$ cat config.mk
export PLATFORM = sky130hd
export DESIGN_NAME = shift_sequencer
export DESIGN_NICKNAME = d
export VERILOG_FILES = /design/src/rtl/shift_seq_pkg.sv /design/src/rtl/shift_chain.sv /design/src/rtl/shift_sequencer.sv
export SDC_FILE = /design/constraint.sdc
export NUM_CORES = 1
export LEC_CHECK = 0
export ABC_AREA = 1
export BUFFER_PORTS_ARGS = -buffer_cell sky130_fd_sc_hd__buf_2
export CORE_UTILIZATION = 50
export CTS_BUF_LIST = sky130_fd_sc_hd__clkbuf_2 sky130_fd_sc_hd__clkbuf_4 sky130_fd_sc_hd__clkbuf_8
export DETAILED_ROUTE_END_ITERATION = 8
export HOLD_SLACK_MARGIN = 0.12
export PLACE_DENSITY = 0.78
export SLEW_MARGIN = 0
export SYNTH_ARGS = -nofsm -noshare
export SYNTH_HDL_FRONTEND = slang
export SYNTH_SLANG_ARGS = --single-unit
$ cat constraint.sdc
create_clock -name clk -period 1.3 [get_ports clk]
set_input_delay 0.065 -clock clk [delete_from_list [all_inputs] [get_ports clk]]
set_output_delay 0.065 -clock clk [all_outputs]
set_load 0.02 [all_outputs]
$ cat src/rtl/shift_seq_pkg.sv
// Shared types and constants for the shift sequencer.
// FSM state encoding and bit-order selectors.
package shift_seq_pkg;

  typedef enum logic [1:0] {
    IDLE  = 2'd0,
    SHIFT = 2'd1,
    FLUSH = 2'd2,
    DONE  = 2'd3
  } state_t;

  localparam logic DIR_LSB_FIRST = 1'b0;
  localparam logic DIR_MSB_FIRST = 1'b1;

endpackage

$ cat src/rtl/shift_chain.sv
// DEPTH-stage serial data chain with a parallel valid shadow chain.
// Both advance together on shift_en; clear empties them.
module shift_chain #(
  parameter int DEPTH = 2
) (
  input  logic             clk,
  input  logic             clear,
  input  logic             shift_en,
  input  logic             din,
  input  logic             vin,
  output logic [DEPTH-1:0] q,
  output logic [DEPTH-1:0] v
);

  generate
    if (DEPTH == 1) begin : g_one
      always_ff @(posedge clk) begin
        if (clear) begin
          q <= '0;
          v <= '0;
        end else if (shift_en) begin
          q <= din;
          v <= vin;
        end
      end
    end else begin : g_many
      always_ff @(posedge clk) begin
        if (clear) begin
          q <= '0;
          v <= '0;
        end else if (shift_en) begin
          q <= {q[DEPTH-2:0], din};
          v <= {v[DEPTH-2:0], vin};
        end
      end
    end
  endgenerate

endmodule

$ cat src/rtl/shift_sequencer.sv
// Sequences a word through the shift chain, flushes it and
// reassembles the chain output into rx_word for loopback checks.
module shift_sequencer
  import shift_seq_pkg::*;
#(
  parameter int WIDTH = 8,
  parameter int DEPTH = 2,
  parameter int IDX_W = $clog2(WIDTH)
) (
  input  logic             clk,
  input  logic             clear,
  input  logic             start,
  input  logic             dir,
  input  logic             abort,
  input  logic [WIDTH-1:0] data_in,
  output logic             busy,
  output logic             done,
  output logic             shift_en,
  output logic [IDX_W-1:0] bit_idx,
  output logic [DEPTH-1:0] q,
  output logic             serial_out,
  output logic [WIDTH-1:0] rx_word
);

  localparam int FL_W = (DEPTH > 1) ? $clog2(DEPTH) : 1;
  localparam logic [IDX_W-1:0] LAST_IDX = IDX_W'(WIDTH - 1);
  localparam logic [FL_W-1:0] LAST_FL = FL_W'(DEPTH - 1);

  state_t           state;
  logic [WIDTH-1:0] hold;
  logic             dir_r;
  logic [FL_W-1:0]  fl_cnt;
  logic [DEPTH-1:0] v;
  logic             in_xfer;
  logic             abort_hit;
  logic             chain_clr;
  logic             inj_bit;
  logic             din;
  logic             vin;

  assign in_xfer   = (state == SHIFT) || (state == FLUSH);
  assign abort_hit = abort && in_xfer;
  assign chain_clr = clear || abort_hit;

  assign inj_bit = (dir_r == DIR_MSB_FIRST) ?
                   hold[LAST_IDX - bit_idx] :
                   hold[bit_idx];

  assign din = (state == SHIFT) ? inj_bit : 1'b0;
  assign vin = (state == SHIFT);

  assign busy       = (state != IDLE);
  assign done       = (state == DONE);
  assign shift_en   = in_xfer;
  assign serial_out = q[DEPTH-1];

  shift_chain #(
    .DEPTH(DEPTH)
  ) u_chain (
    .clk     (clk),
    .clear   (chain_clr),
    .shift_en(shift_en),
    .din     (din),
    .vin     (vin),
    .q       (q),
    .v       (v)
  );

  always_ff @(posedge clk) begin
    if (clear) begin
      state   <= IDLE;
      hold    <= '0;
      dir_r   <= DIR_LSB_FIRST;
      bit_idx <= '0;
      fl_cnt  <= '0;
      rx_word <= '0;
    end else begin
      // an aborting edge keeps the partial word untouched
      if (v[DEPTH-1] && !abort_hit) begin
        if (dir_r == DIR_MSB_FIRST)
          rx_word <= {rx_word[WIDTH-2:0], serial_out};
        else
          rx_word <= {serial_out, rx_word[WIDTH-1:1]};
      end
      unique case (state)
        IDLE: begin
          if (start) begin
            hold    <= data_in;
            dir_r   <= dir;
            bit_idx <= '0;
            fl_cnt  <= '0;
            state   <= SHIFT;
          end
        end
        SHIFT: begin
          if (abort) begin
            bit_idx <= '0;
            state   <= IDLE;
          end else if (bit_idx == LAST_IDX) begin
            bit_idx <= '0;
            fl_cnt  <= '0;
            state   <= FLUSH;
          end else begin
            bit_idx <= bit_idx + 1'b1;
          end
        end
        FLUSH: begin
          if (abort) begin
            fl_cnt <= '0;
            state  <= IDLE;
          end else if (fl_cnt == LAST_FL) begin
            fl_cnt <= '0;
            state  <= DONE;
          end else begin
            fl_cnt <= fl_cnt + 1'b1;
          end
        end
        DONE: begin
          state <= IDLE;
        end
      endcase
    end
  end

endmodule

==> qor.txt <==
run status = complete, but fails checks
failing checks = setup timing
Root Driver = clkbuf_4
net count after synthesis = 205
Net count, final = 257
Top Layer Used = met4
1st-iter DRT viols = 23
post-synthesis sequential area ratio = 40.49%
Async SR Flop Fraction = 0%
Routed wire per std cell = 12.81 um
total power = 1984 uW
clk_skew = 0.005995 ns
fin util = 75.02%
Syn Inst Count = 186
drt drc = 0
CORE AREA = 2500 um^2
power per cell area = 1058 nW/um^2
share of the synthesized area in the top cell type = 40.49%
chip height = 53.67 um
Starting Density = 53.40%
hpwl dp = 2276 um
Non-Filler Instances = 267
CP Data Required Time = 1.53 ns
Crit Path Class = reg -> reg
wl on met1 = 1418 um
IO Pins = 30
# rows = 18
maxcap violations = 0
CP startpoint kind = register
peak supply drop = 0.9008 mV
Synth Flop Type = dfxtp_1
final WL = 3419 um
Seq cells post-synth = 27
worst hold path type = reg -> reg
Max Clk Rate = 0.7425 GHz
first-pass GRT wire length = 5071 um
Sink Count = 27
Die Width = 53.67 um
Crit Path Max Fanout = 16
most area-consuming cells after synthesis = dfxtp_1 40%, nand2_1 13%, o21ai_0 7.9%, a21oi_1 7.5%, inv_1 5.9%
headroom to the max-slew limit = 79.34%
setup violators final = 9
Max Slew Vio Count = 0
cell taking the most area after synthesis = dfxtp_1
# placed instances = 249
Layout area overhead = 40.49%
TritonCTS clock tree = done
vias = 1438
metal2 WL = 1807 um
mapped cell area = 1335 um^2
Avg Synthesized Cell Area = 7.178 um^2
H-tree depth = 1
drt pass-1 iters = 4
leading cell type by number of instances after synthesis = nand2_1
die area = 2880 um^2
post-route setup TNS = -0.2369 ns
Data arrival, critical path = 1.58 ns
Inserted Clock Buffers = 3
final worst slack = -0.04674 ns
DRT antenna net count = 0
Slew @ Worst Pin = 0.3079 ns
Clock Path Buffers = 2
Area after DPL = 1574 um^2
n_diodes = 0
Warnings, synthesis = 0
clk slew on worst S/H paths = 0.15 ns
layout cells sized above 1 = 37.13%
min Tclk post-route = 1.347 ns
Final Instance Area = 1876 um^2
initial antenna violation count = 0
top post-synthesis cells by count = 45 x nand2_1, 27 x dfxtp_1, 21 x inv_1, 21 x o21ai_0, 20 x a21oi_1
Final Cycle Share = 103.6%
Worst setup EP type = register
Synth cell types = 21
final hold vios = 0
vias per cell = 5.386
total track usage = 24.16%
P_leak = 0.0008116 uW
vias in the first global route = 1266
worst-skew pair later-pin latency = 0.33 ns
total gr overflow = 0
DR WL met3 = 135 um
routability-driven placement congestion ratio = 0.8586
RSZ-0062 raised after global routing = true
largest net degree at the start of global routing = 19
input/output buffers = 29
Post-synth EDFFs = 0
layer usage:
metal / track usage [%] / up-vias
li1: - / 719
met1: 27.52 / 670
met2: 44.44 / 43
met3: 2.825 / 6
met4: 10.53 / 0
met5: 0 / -
power by group:
part	internal [uW]	leakage, uW	switching (uW)
Combinational	285	0.000575	384
Clock	118	0.0000139	257
Sequential	896	0.000223	44.7
path summary, 6_finish.rpt:
kind	cells past startpoint	end	from	slack, ns
setup reg to reg	7	rx_word[3]	state[0]	-0.05
setup / recovery	7	rx_word[3]	state[0]	-0.05
hold reg to reg	2	hold[2]	hold[2]	0.49
hold / removal	2	hold[2]	hold[2]	0.49
critical path, cell delays in order (launching register included):
cell and delay (ns):
dfxtp_4 0.41, inv_4 0.04, ha_4 0.27, inv_4 0.05, o21ai_4 0.17, inv_6 0.10, o21ai_1 0.14, a31oi_1 0.05
timing repair:
| item | 4_1_cts | 5_1_grt |
|---|---|---|
| hold buffers | 12 | 0 |
| gates resized for setup | 18 | 35 |
| buffers inserted | 1 | 1 |
| setup endpoints to repair | 16 | 20 |
| pin swaps | 1 | 9 |
| hold endpoints to repair | 15 | 0 |
placed cells by master (no fill, tap or decap):
master / count
buf_6: 4
nor3_2: 1
inv_6: 1
o21ai_1: 8
inv_2: 6
a311oi_2: 1
dlygate4sd3_1: 12
nand2_2: 6
nor2_2: 1
a31oi_1: 8
clkinvlp_4: 2
buf_2: 28
a21oi_2: 4
ha_1: 1
o21ai_4: 1
inv_1: 13
a21oi_1: 16
dfxtp_4: 1
ha_2: 2
o2111ai_2: 1
buf_4: 9
clkbuf_4: 3
nand3_1: 14
nand3_2: 1
inv_4: 4
o21ai_0: 7
dfxtp_1: 23
nand2_1: 41
dfxtp_2: 3
a211oi_1: 2
ha_4: 3
o21ai_2: 6
clkinv_1: 1
nor2_1: 3
logic make-up (layout without fill, tap and decap cells):
| group | count (synthesis) | after routing | synth area share, % |
|---|---|---|---|
| adders and majority gates | 6 | 6 | 5.623 |
| buffers and inverters | 32 | 83 | 10.22 |
| DFF | 27 | 27 | 40.49 |
| AOI/OAI and AO/OA | 54 | 54 | 22.21 |
| and+or+nand+nor | 67 | 67 | 21.46 |
stage by stage:
stage / hold WS [ns] / setup slack, ns
detailed placement: 0.3180 / -0.08777
CTS: 0.4865 / -0.03817
global placement: 0.3077 / 0.04287
floorplan: 0.1267 / -0.02275
global route: 0.4945 / -0.1078
finish: 0.4886 / -0.04674
final cells by class:
cell class | instances | area [um^2]
fillers | 182 | 624.3
inverters | 26 | 116.4
clock buffers | 3 | 22.52
multi-input cells | 127 | 770.7
clock inverters | 1 | 7.507
repair buffers | 53 | 372.9
well taps | 30 | 37.54
flip-flops and latches | 27 | 548.0
sequential cells by signal, indices dropped and copies added, names as in the netlist:
| register | cells |
|---|---|
| state | 2 |
| rx_word | 8 |
| fl_cnt | 1 |
| bit_idx | 3 |
| u_chain.v | 2 |
| u_chain.q | 2 |
| hold | 8 |
| dir_r | 1 |
Power figures use the tool's default switching activity.
